File: src/rtl/seq_sub_64bit.sv
// Multi-cycle subtractor: diff = in1 - in2 - bin, one CHUNK-bit slice per clock
// via a + ~b + ~bin, with a start/busy/done handshake.
module seq_sub_64bit #(
  parameter int WIDTH = 64,
  parameter int CHUNK = 16
) (
  input  logic             clk,
  input  logic             rst,
  input  logic [WIDTH-1:0] in1,
  input  logic [WIDTH-1:0] in2,
  input  logic             bin,
  input  logic             start,
  output logic [WIDTH-1:0] diff,
  output logic             bout,
  output logic             ovf,
  output logic             busy,
  output logic             done
);

  localparam int NCHUNK = WIDTH / CHUNK;
  localparam int CW     = (NCHUNK > 1) ? $clog2(NCHUNK) : 1;

  typedef enum logic {IDLE, RUN} state_t;

  state_t           state, state_next;
  logic [WIDTH-1:0] a, nb, acc, acc_next;
  logic             carry;
  logic [CW-1:0]    cnt;
  logic [CHUNK-1:0] a_sl, nb_sl, s;
  logic             c;
  logic             last;
  logic             ovf_next;

  // Slice select and write-back use constant part-selects so any CHUNK divides cleanly.
  always_comb begin
    a_sl     = '0;
    nb_sl    = '0;
    acc_next = acc;
    for (int i = 0; i < NCHUNK; i++) begin
      if (cnt == CW'(i)) begin
        a_sl  = a[i*CHUNK +: CHUNK];
        nb_sl = nb[i*CHUNK +: CHUNK];
      end
    end
    {c, s} = {1'b0, a_sl} + {1'b0, nb_sl} + {{CHUNK{1'b0}}, carry};
    for (int i = 0; i < NCHUNK; i++) begin
      if (cnt == CW'(i)) acc_next[i*CHUNK +: CHUNK] = s;
    end
    last = (cnt == CW'(NCHUNK - 1));
    // nb holds ~in2, so equal MSBs of a and nb mean the operand signs differ.
    ovf_next = (a[WIDTH-1] == nb[WIDTH-1]) && (acc_next[WIDTH-1] != a[WIDTH-1]);
  end

  always_comb begin
    state_next = state;
    case (state)
      IDLE:    if (start) state_next = RUN;
      RUN:     if (last)  state_next = IDLE;
      default: state_next = IDLE;
    endcase
  end

  assign busy = (state == RUN);

  always_ff @(posedge clk or posedge rst) begin
    if (rst) begin
      state <= IDLE;
      a     <= '0;
      nb    <= '0;
      acc   <= '0;
      carry <= 1'b0;
      cnt   <= '0;
      diff  <= '0;
      bout  <= 1'b0;
      ovf   <= 1'b0;
      done  <= 1'b0;
    end else begin
      state <= state_next;
      done  <= 1'b0;
      case (state)
        IDLE: begin
          if (start) begin
            a     <= in1;
            nb    <= ~in2;
            carry <= ~bin;
            cnt   <= '0;
            acc   <= '0;
          end
        end
        RUN: begin
          acc   <= acc_next;
          carry <= c;
          if (last) begin
            cnt  <= '0;
            diff <= acc_next;
            bout <= ~c;
            ovf  <= ovf_next;
            done <= 1'b1;
          end else begin
            cnt <= cnt + 1'b1;
          end
        end
        default: ;
      endcase
    end
  end

endmodule

File: config.mk
export PLATFORM = sky130hd
export DESIGN_NAME = seq_sub_64bit
export DESIGN_NICKNAME = d
export VERILOG_FILES = /design/src/rtl/seq_sub_64bit.sv
export SDC_FILE = /design/constraint.sdc
export NUM_CORES = 1
export LEC_CHECK = 0
export BUFFER_PORTS_ARGS = -buffer_cell sky130_fd_sc_hd__buf_2
export CORE_MARGIN = 8
export CORE_UTILIZATION = 35
export CTS_CLUSTER_SIZE = 40
export DETAILED_ROUTE_END_ITERATION = 10
export GPL_TIMING_DRIVEN = 0
export PLACE_DENSITY = 0.65
export SLEW_MARGIN = 20
export SYNTH_ARGS = -nofsm -noshare
export SYNTH_HDL_FRONTEND = slang
export SYNTH_SLANG_ARGS = --single-unit
File: constraint.sdc
create_clock -name clk -period 8.65 [get_ports clk]
set_clock_uncertainty 0.15 [all_clocks]
set_input_delay 0.4325 -clock clk [delete_from_list [all_inputs] [get_ports clk]]
set_output_delay 0.4325 -clock clk [all_outputs]
set_load 0.01 [all_outputs]
==> results.sh <==
export IMPL_post_cts_setup_buffers=0
export IMPL_crit_buf_inv=4
export IMPL_antenna_found_initial=1
export IMPL_period_share=0.5717
export IMPL_viasPerCell=5.223
export IMPL_multi_input_area_mm2=0.004891
export IMPL_slowest_delay_ns=0.69
export IMPL_gp_congestion=0.8977
export IMPL_r2r_slack_ns=3.70
export IMPL_placedCellCount=1912
export IMPL_min_path_cells=3
export IMPL_fin_util=0.4705
export IMPL_path_max_fanout=10
export IMPL_drv_slew=0
export IMPL_final_common_cell="nand2_1"
export IMPL_synth_nets=1423
export IMPL_cts_sinks=247
export IMPL_period_needed_ns=4.945
export IMPL_routedWlPerCell_um=19.91
export IMPL_synth_top_cell_by_area="dfrtp_1"
export IMPL_routed_wl_um=41450
export IMPL_drive_above_1_share=0.1586
export IMPL_max_freq_mhz=202.2
export IMPL_crit_path_start_kind="register"
export IMPL_fillers=3075
export IMPL_design_power_total_uw=7093
export IMPL_relSlewSlack=0.3924
export IMPL_core_area_mm2=0.03245
export IMPL_vias=10870
export IMPL_grt_usage=0.2107
export IMPL_synth_compound_area_share=0.1747
export IMPL_die_y_um=197.4
export IMPL_worst_ep_arrival_time_ns=5.24
export IMPL_synth_seq_cells=247
export IMPL_drcViolationCount=0
export IMPL_worstSetupEndpointType="register"
export IMPL_cts_buffers=26
export IMPL_ir_drop_uv=214.2
export IMPL_synth_top_area_frac=0.5364
export IMPL_worst_pin_slew_ns=0.9114
export IMPL_hold_class="input port to register"
export IMPL_synth_warnings=0
export IMPL_powerDensity_mw_per_mm2=464.5
export IMPL_min_to="a[49]"
export IMPL_grt_pass1_wl_um=64830
export IMPL_drt_initial_drc_count=891
export IMPL_port_buffers=198
export IMPL_overflow=0
export IMPL_syn_cell_area_mm2=0.01152
export IMPL_dpl_hpwl_um=30020
export IMPL_grt_pass1_vias=11330
export IMPL_pwr_share_comb=0.557
export IMPL_synth_mux_area_frac=0.03041
export IMPL_switching_share=0.4723
export IMPL_die_width_um=197.4
export IMPL_avgSynthCellArea_um2=9.073
export IMPL_seqPwrFrac=0.278
export IMPL_setup_slack_ns=3.705
export IMPL_floorplan_initialDensity=0.3550
export IMPL_cts_htree_levels=1
export IMPL_reg2reg_from="cnt[0]"
export IMPL_worst_path_max_delay_cell="clkbuf_1"
export IMPL_status="complete, no violations"
export IMPL_synth_xor_area_share=0.009882
export IMPL_place_ws_ns=3.768
export IMPL_firstDrtPassIters=6
export IMPL_register_area_mm2=0.006181
export IMPL_hp_start="in1[49]"
export IMPL_clockPowerShare=0.165
export IMPL_ios=200
export IMPL_rsz0062_at_grt="no"
export IMPL_crit_family="buffers and inverters"
export IMPL_leakagePower_uw=0.007468
export IMPL_num_rows=66
export IMPL_cts_tree="done"
export IMPL_path_cells="inv_1, ha_1, clkbuf_1, clkbuf_1, nand2_1, o21ai_0, mux2i_1, fa_1, fa_1, inv_1, a21o_1, a41o_2, xor2_1, mux2i_1, o21ai_0"
export IMPL_layout_nets=1777
export IMPL_cts_buffer_depth=3
export IMPL_dieArea_mm2=0.03898
export IMPL_layout_common_cells="nand2_1, dfrtp_1, buf_2"
export IMPL_worst_r2r_endpoint="diff[6]"
export IMPL_internal_power_uw=3743
export IMPL_reg2regPathDepth=15
export IMPL_path_class="register to register"
export IMPL_syn_instance_count=1270
export IMPL_synthSimpleGateAreaFrac=0.1854
export IMPL_cts_root_buf="clkbuf_16"
export IMPL_setup_viol=0
export IMPL_yosys_top_cells_area="dfrtp_1, nand2_1, a21oi_1"
export IMPL_insertion_delay_ns=0.53
export IMPL_synth_top_family_by_area="simple AND/OR/NAND/NOR gates"
export IMPL_yosysSeqAreaShare=0.5364
export IMPL_grt_max_degree=92
export IMPL_ant_nets=0
export IMPL_power_net_switching_uw=3350
export IMPL_drv_cap=0
export IMPL_synth_fa_ha_area_frac=0.02411
export IMPL_ys_types=48
export IMPL_final_cells=2082
export IMPL_required_ns=8.95
export IMPL_area_growth_pct=32.52
export IMPL_clkTransAtPathRegs_ns=0.06
export IMPL_hold_viol=0
-- how the worst max path moves through the flow --
stage / start / slack (ns) / depth (start not counted) / end
3_3_place_gp: rst / -1.44 / 2 / nb[14]
5_1_grt: cnt[1] / 3.45 / 18 / diff[60]
3_5_place_dp: cnt[0] / 3.77 / 15 / diff[6]
2_1_floorplan: rst / 1.28 / 1 / a[0]
4_1_cts: cnt[0] / 3.74 / 15 / diff[6]
6_report: cnt[0] / 3.70 / 15 / diff[6]
-- timing repair --
action,CTS,global route
resized for setup,0,0
endpoints found under the hold margin,192,0
hold buffers,126,0
-- synthesized netlist by cell type, drive strengths merged --
master	number
a211oi	2
a21o	11
a21oi	162
a221oi	1
a22o	39
a2bb2oi	1
a31oi	12
a32o	6
a41o	2
and2	2
and3	52
and4	1
buf	11
clkbuf	87
dfrtp	247
fa	2
ha	19
inv	17
mux2	5
mux2i	29
nand2	293
nand2b	4
nand3	5
nand4	7
nor2	110
nor2b	7
nor3	11
nor3b	3
o211ai	4
o21a	3
o21ai	84
o21ba	1
o21bai	2
o22ai	1
o31a	1
o31ai	4
or2	2
or3	3
or4	4
xnor2	9
xor2	4
-- power groups by stage --
stage	clock, uW	combinational, uW	sequential (uW)
floorplan	0	2510	1960
global placement	0	3750	1970
detailed placement	0	3840	1980
CTS	1180	3900	1970
global route	1230	4330	2030
finish	1170	3950	1980
-- final cells by class --
| type | count | share of cell area |
|---|---|---|
| plain buffers | 98 | 0.02532 |
| well taps | 442 | 0.03622 |
| inverters | 17 | 0.004671 |
| multi-input cells | 908 | 0.3203 |
| repair buffers | 326 | 0.1511 |
| clock inverters | 9 | 0.009505 |
| clock buffers | 34 | 0.04794 |
| flip-flops and latches | 247 | 0.4048 |
| diodes | 1 | 0.0001639 |
-- worst reg2reg max path, delay by kind of cell, from the launching register on --
| family | cells | cell delay (ns) |
|---|---|---|
| mux | 2 | 0.33 |
| xor+xnor | 1 | 0.59 |
| flops | 1 | 0.41 |
| buf+inv | 4 | 1.41 |
| compound gates | 4 | 0.71 |
| simple gates | 1 | 0.11 |
| fa+ha+maj | 3 | 1.16 |
-- stage by stage --
stage | TNS [ns] | area (um2) | hold WS [ns]
2_1_floorplan | 0 | 11520 | 0.2874
3_3_place_gp | -351.33 | 13070 | 0.3039
3_5_place_dp | 0 | 13130 | 0.3064
4_1_cts | 0 | 15270 | 0.0008713
5_1_grt | 0 | 15270 | 0.008283
6_report | 0 | 15270 | 0.01608
-- cell families (layout without fill, tap and decap cells) --
logic type / after synthesis / after routing
flip-flops: 247 / 247
other: 0 / 1
XOR/XNOR: 13 / 13
AO/OA/AOI/OAI: 336 / 336
adder cells (fa/ha/maj): 21 / 21
AND/OR/NAND/NOR: 504 / 504
buffers and inverters: 115 / 484
multiplexers: 34 / 34
-- flip-flops by register name, indices dropped and copies added, names as in the netlist --
signal,flops
a,64
ovf,1
cnt,2
acc,48
diff,64
nb,64
busy,1
bout,1
carry,1
done,1
-- metal layers --
layer / wire length, um / GRT usage
met1: 17560 / 0.2784
met2: 19160 / 0.3416
met3: 3555 / 0.04770
met4: 1168 / 0.06158
met5: 0 / 0
Power figures use the tool's default switching activity.
